--- src/rtl/sonic_scheduler.sv ---
// Round-robin ultrasonic ranging controller: one measurement engine is time-shared
// across N_SENSORS sensors, firing one trigger at a time and timing its echo in microseconds.
module sonic_scheduler #(
  parameter int N_SENSORS  = 3,
  parameter int CLK_PER_US = 100,
  parameter int TRIG_US    = 10,
  parameter int TIMEOUT_US = 30000,
  parameter int GAP_US     = 10000
) (
  input  logic                      clk,
  input  logic                      rst,
  input  logic                      enable,
  input  logic [N_SENSORS-1:0]      echo,
  output logic [N_SENSORS-1:0]      trig,
  output logic [20*N_SENSORS-1:0]   distance,
  output logic [N_SENSORS-1:0]      timeout,
  output logic                      done,
  output logic [2:0]                done_id,
  output logic                      busy,
  output logic [2:0]                sel,
  output logic [2:0]                state_dbg
);

  typedef enum logic [2:0] {
    S_IDLE      = 3'd0,
    S_TRIG      = 3'd1,
    S_WAIT_RISE = 3'd2,
    S_MEASURE   = 3'd3,
    S_CONVERT   = 3'd4,
    S_TIMEOUT   = 3'd5,
    S_GAP       = 3'd6
  } state_t;

  localparam int            PW        = (CLK_PER_US > 1) ? $clog2(CLK_PER_US) : 1;
  localparam logic [PW-1:0] PS_LAST   = PW'(CLK_PER_US - 1);
  localparam logic [19:0]   TRIG_LAST = 20'(TRIG_US - 1);
  localparam logic [19:0]   GAP_LAST  = 20'(GAP_US - 1);
  localparam logic [19:0]   TO_LAST   = 20'(TIMEOUT_US - 1);
  localparam logic [19:0]   WIDTH_MAX = 20'hFFFFF;

  state_t               state, state_nx;
  logic [PW-1:0]        presc;
  logic                 tick;
  logic [19:0]          us_cnt;
  logic [19:0]          to_cnt;
  logic [19:0]          width;
  logic [N_SENSORS-1:0] sync1, sync2, sync3;
  logic [7:0]           sync2_pad, sync3_pad;
  logic                 echo_rise, echo_fall, to_hit;
  logic [2:0]           sel_nx;
  logic [24:0]          product;
  logic [19:0]          dist_cm;

  // Two flops for metastability, a third purely to detect edges on the settled value.
  always_ff @(posedge clk or posedge rst) begin
    if (rst) begin
      sync1 <= '0;
      sync2 <= '0;
      sync3 <= '0;
    end else begin
      sync1 <= echo;
      sync2 <= sync1;
      sync3 <= sync2;
    end
  end

  always_comb begin
    sync2_pad = '0;
    sync3_pad = '0;
    for (int i = 0; i < N_SENSORS; i++) begin
      sync2_pad[i] = sync2[i];
      sync3_pad[i] = sync3[i];
    end
  end

  assign echo_rise = sync2_pad[sel] & ~sync3_pad[sel];
  assign echo_fall = ~sync2_pad[sel] & sync3_pad[sel];
  assign tick      = (presc == PS_LAST);
  assign to_hit    = tick && (to_cnt == TO_LAST);
  assign sel_nx    = (sel == 3'(N_SENSORS - 1)) ? 3'd0 : sel + 3'd1;
  assign product   = 25'(width) * 25'd17;
  assign dist_cm   = 20'(product / 25'd1000);

  // Timeout is checked before echo edges so a fall on the deadline cycle still times out.
  always_comb begin
    state_nx = state;
    case (state)
      S_IDLE:      if (enable) state_nx = S_TRIG;
      S_TRIG:      if (tick && us_cnt == TRIG_LAST) state_nx = S_WAIT_RISE;
      S_WAIT_RISE: begin
        if (to_hit)         state_nx = S_TIMEOUT;
        else if (echo_rise) state_nx = S_MEASURE;
      end
      S_MEASURE: begin
        if (to_hit)         state_nx = S_TIMEOUT;
        else if (echo_fall) state_nx = S_CONVERT;
      end
      S_CONVERT:   state_nx = S_GAP;
      S_TIMEOUT:   state_nx = S_GAP;
      S_GAP:       if (tick && us_cnt == GAP_LAST) state_nx = enable ? S_TRIG : S_IDLE;
      default:     state_nx = S_IDLE;
    endcase
  end

  always_ff @(posedge clk or posedge rst) begin
    if (rst) begin
      state <= S_IDLE;
    end else begin
      state <= state_nx;
    end
  end

  // Prescaler and us counter restart on every transition so each state begins on a tick boundary.
  always_ff @(posedge clk or posedge rst) begin
    if (rst) begin
      presc  <= '0;
      us_cnt <= '0;
      to_cnt <= '0;
      width  <= '0;
    end else begin
      if (state_nx != state) begin
        presc  <= '0;
        us_cnt <= '0;
      end else begin
        presc <= tick ? '0 : presc + 1'b1;
        if (tick) us_cnt <= us_cnt + 20'd1;
      end
      if (state == S_WAIT_RISE || state == S_MEASURE) begin
        if (tick) to_cnt <= to_cnt + 20'd1;
      end else begin
        to_cnt <= '0;
      end
      if (state == S_MEASURE) begin
        if (tick && width != WIDTH_MAX) width <= width + 20'd1;
      end else begin
        width <= '0;
      end
    end
  end

  always_ff @(posedge clk or posedge rst) begin
    if (rst) begin
      sel      <= '0;
      distance <= '0;
      timeout  <= '0;
    end else begin
      if (state == S_GAP && state_nx != S_GAP) sel <= sel_nx;
      for (int i = 0; i < N_SENSORS; i++) begin
        if (sel == 3'(i)) begin
          if (state == S_CONVERT) begin
            distance[20*i +: 20] <= dist_cm;
            timeout[i]           <= 1'b0;
          end else if (state == S_TIMEOUT) begin
            timeout[i] <= 1'b1;
          end
        end
      end
    end
  end

  // Outputs decode straight from the state register; done is a one-cycle strobe with no back-pressure.
  always_comb begin
    trig = '0;
    for (int i = 0; i < N_SENSORS; i++) begin
      if (state == S_TRIG && sel == 3'(i)) trig[i] = 1'b1;
    end
  end

  assign done      = (state == S_CONVERT) || (state == S_TIMEOUT);
  assign done_id   = done ? sel : 3'd0;
  assign busy      = (state != S_IDLE);
  assign state_dbg = state;

endmodule
--- config.mk ---
export PLATFORM = sky130hd
export DESIGN_NAME = sonic_scheduler
export DESIGN_NICKNAME = d
export VERILOG_FILES = /design/src/rtl/sonic_scheduler.sv
export SDC_FILE = /design/constraint.sdc
export NUM_CORES = 1
export LEC_CHECK = 0
export ABC_AREA = 1
export BUFFER_PORTS_ARGS = -buffer_cell sky130_fd_sc_hd__buf_4
export CORE_ASPECT_RATIO = 0.75
export CORE_MARGIN = 4
export CORE_UTILIZATION = 67
export DETAILED_ROUTE_END_ITERATION = 12
export HOLD_SLACK_MARGIN = 0.03
export PLACE_DENSITY = 0.85
export SLEW_MARGIN = 20
export SYNTH_ARGS = -nofsm -noshare
export SYNTH_HDL_FRONTEND = slang
export SYNTH_SLANG_ARGS = --single-unit
export TNS_END_PERCENT = 1
--- constraint.sdc ---
create_clock -name clk -period 24.1 [get_ports clk]
set_input_delay 3.615 -clock clk [delete_from_list [all_inputs] [get_ports clk]]
set_output_delay 3.615 -clock clk [all_outputs]
set_load 0.02 [all_outputs]
==> impl_summary.md <==
GRT
The total overflow reported by the global router is 0. The combined global-route utilization of all metal layers is between 20% and 30%. The first global-routing pass estimated approximately 45000 µm of wire. The maximum number of pins on one net before global-route repair is 81. The number of antenna violations at the first check in global routing is 0. The number of global-route vias before repair is between 9000 and 10000.

Logic synthesis
The count of state elements after synthesis is around 130. The Yosys step of the flow raised 0 warnings. The cell with the most instances after synthesis is sky130_fd_sc_hd__nand2_1. The synthesized area per cell is 6.748 µm². The synthesized netlist occupies a cell area of between 10000 and 15000 µm². Of the synthesized area, sequential elements account for 30.84%. Summed over all instances, the cell type with the most area after synthesis is sky130_fd_sc_hd__dfrtp_1.

The share of flip-flops with an asynchronous set or reset after synthesis is 100.0%. Ranked by instance count, the synthesized netlist is headed by 417 x sky130_fd_sc_hd__nand2_1, 217 x sky130_fd_sc_hd__inv_1, 145 x sky130_fd_sc_hd__nor2_1, 133 x sky130_fd_sc_hd__dfrtp_1, 132 x sky130_fd_sc_hd__nand3_1. After synthesis, the cell types taking the most area are sky130_fd_sc_hd__dfrtp_1 31%, sky130_fd_sc_hd__nand2_1 15%, sky130_fd_sc_hd__inv_1 7.5%.

Summed over its instances, the top area cell type makes up 30.84% of the synthesized netlist area. Yosys mapped a number of flops with a built-in enable equal to 0. The post-synthesis instance total is 1599. The count of cell types in the netlist is 59.

The leading register cell type out of synthesis is sky130_fd_sc_hd__dfrtp_1.

Pwr
Net switching is 21.80% of the power. The clock group share of total power is about 54%. Sequential cells burn approximately 44% of the power. In this run the static leakage power is between 6 and 7 nW.

The total power per unit cell area is between 40 and 50 nW/µm². The worst voltage drop across the vdd grid is between 0.04 and 0.05 mV. Summed over all nets, the switching power comes to about 0.11 mW. Combinational cells account for 1.4% of the total power.

Internal power comes to between 0.3 and 0.4 mW. Power comes to 0.5057 mW.

Floorplanning
After floorplanning, the core was divided into 39 placement rows. For this configuration, the core starts out at a cell density of between 60% and 70%. The area enclosed by the die boundary is about 18000 µm². The I/O pin count is 83. The overall die height is about 120 µm. The core region is approximately 16000 µm². Measured along the x axis, the die boundary spans 154.5 µm.

Drt
The final layout contains routed wiring with a total length of ~28000 µm. The wire length per cell is approximately 15 µm. The count of nets left with antenna violations once routing finished came out at 0. In the routed design, unresolved DRC markers number 0. The pre-antenna-repair detailed-routing pass consisted of 6 iterations.

The per-cell via count in the routed design is between 5 and 6. The number of DRC markers in iteration 0 is approximately 1000. Summing over every cut layer, the via total after detailed routing is 10680.

Worst setup path
The depth of the worst register-to-register path is between 70 and 80. Along the worst path, the maximum fanout reaches 11. The maximum single-stage delay on the critical path is around 0.43 ns. The critical path is of the reg -> reg type. The most used cell along the critical path is sky130_fd_sc_hd__nand2_1. The reg-to-reg critical path endpoint is distance[0]. The start of the worst register-to-register path is width[5]. At the worst endpoint, the arrival time is between 10 and 15 ns. The worst setup path is captured at a flop.

On the critical path, the stage with the largest delay is an instance of sky130_fd_sc_hd__fa_1. The launching element type of the critical path is a flop. The required time at the endpoint of the critical path is 24.42 ns.

The minimum setup slack among reg-to-reg paths is roughly 13 ns.

Place
The detailed placement HPWL is between 20000 and 25000 µm. Port buffering added 70 buffers. Routability-driven placement finished with a final weighted congestion of 1.001.

Timing
The final cycle utilization of the critical path is roughly 44%. The number of hold violations in the final report is 0. The final clock skew is slightly above 0.008 ns. The slew of the pin with the lowest slew margin is about 0.77 ns. The summed negative setup slack over all endpoints is 0 ns. The fmax is 94.03 MHz. The total of endpoints with negative setup slack in the final report is 0.

The total count of max-transition violations in the final report is 0. The worst relative slew slack is between 40% and 50%. Counting I/O delays and the setup requirement, the final critical path takes ~11 ns. Setup repair after global routing left no endpoint under its margin.

CTS
The total of hold buffers inserted after clock tree synthesis is 0. The later pin in the worst-skew pair is clocked with a latency of 0.43 ns. The number of gates resized after CTS was 0. The clock edge transition at the registers on the reported setup and hold paths is around 0.060 ns. The clock drives about 130 sinks. Counting the buffers created by CTS gives 17. The clock tree synthesis step divided the H-tree into 4 levels. The tree is rooted in a sky130_fd_sc_hd__clkbuf_16. The clock tree buffer depth is 2. The clock tree from TritonCTS is yes. The number of buffers inserted by post-CTS setup repair is 0.

Cells and area
The number of antenna diodes in the final layout is 0. The count of filler cells inserted in the layout is approximately 1100. The layout cell share with drive strength beyond 1 is 15.99%. At the end of the flow, the number of nets in the layout was roughly 1700. The growth of design area from synthesis to finish is 12.09%.

Min path
Along the worst hold path, the cell count comes to 0. The type of the tightest min-delay check is reg -> reg. The path with the worst hold slack has its endpoint at sync2[1]. The startpoint identified for the worst hold timing path is sync1[1].

Job
Max-cap violations in this run came to 0.

Status
The flow ran to the end, and the final reports show no timing, DRC or antenna violations.
==> per-stage QoR <==
step / setup slack, ns / cell area [µm²] / utilization, % / std cells / hold slack, ns
finish: 13.47 / 12100 / 77.95 / 1894 / 0.3534
global route: 12.43 / 12100 / 77.95 / 1894 / 0.3689
CTS: 13.65 / 12090 / 77.92 / 1894 / 0.3548
detailed placement: 13.77 / 11480 / 73.96 / 1863 / 0.3410
global placement: 14.13 / 11480 / 73.96 / 1863 / 0.3341
floorplan: 15.26 / 10830 / - / 1610 / 0.3312
==> worst max-delay path by stage <==
| stage | start | endpoint | cells past startpoint |
|---|---|---|---|
| detailed placement | width[5] | distance[0] | 86 |
| global route | width[17] | distance[0] | 84 |
| CTS | width[5] | distance[0] | 82 |
| floorplan | width[5] | distance[0] | 84 |
| finish | width[5] | distance[0] | 79 |
| global placement | width[5] | distance[20] | 86 |
==> sequential cells by signal, indices dropped and copies added, names as in the netlist <==
register,count
distance,48
to_cnt,20
us_cnt,20
width,20
presc,7
sel,3
state_dbg,3
sync1,3
sync2,3
sync3,3
timeout,3
==> layout make-up <==
type / count / area, µm² / area share, %
clock buffers: 20 / 466.7 / 3.858
flip-flops and latches: 133 / 3328 / 27.52
inverters: 255 / 963.4 / 7.965
clock inverters: 11 / 148.9 / 1.231
multi-input cells: 1195 / 6365 / 52.62
repair buffers: 75 / 566.8 / 4.686
well taps: 205 / 256.5 / 2.121
==> cell families after synthesis <==
logic type	count (synthesis)	synth area share, %
AOI/OAI and AO/OA	192	10.60
xor gates and xnor gates	40	3.247
adders and majority gates	39	4.592
buffers and inverters	282	10.55
DFF	133	30.84
other	1	0.03475
and+or+nand+nor	912	40.13
==> worst max-delay path: cells and delay by family (launching register included) <==
family / cells / cell delay (ns)
simple gates: 61 / 6.86
compound gates: 7 / 1.53
fa+ha+maj: 3 / 1.00
flops: 1 / 0.41
buf+inv: 8 / 0.69
==> cells in the final DEF, fill, tap and decap left out, drive strengths merged, types with 7 or more instances in the layout <==
cell and count:
nand2 488, clkinv 10, nor3 37, o21bai 7, a21oi 46, nor2 170, xnor2 10, conb 12
a31oi 22, xor2 30, o21ai 89, nand3 150, ha 38, nand4 24, buf 75, nand3b 10
dfrtp 133, and2 8, nor4 11, nor3b 8, inv 250, clkbuf 20, o211ai 7
==> metal layers <==
layer / up-vias / routed length, µm / global-route usage, %
met3: 48 / 2520 / 6.211
li1: 5287 / - / -
met1: 4849 / 13080 / 46.04
met2: 494 / 11510 / 42.20
met5: - / 0 / 0
met4: 0 / 479 / 7.777
==> power groups by stage <==
stage / logic [mW] / clock network (mW) / registers, mW
6_report: 0.00727 / 0.274 / 0.224
3_5_place_dp: 0.00743 / 0 / 0.228
2_1_floorplan: 0.00667 / 0 / 0.228
5_1_grt: 0.00838 / 0.286 / 0.224
3_3_place_gp: 0.00739 / 0 / 0.228
4_1_cts: 0.00744 / 0.276 / 0.224
Power figures use the tool's default switching activity.
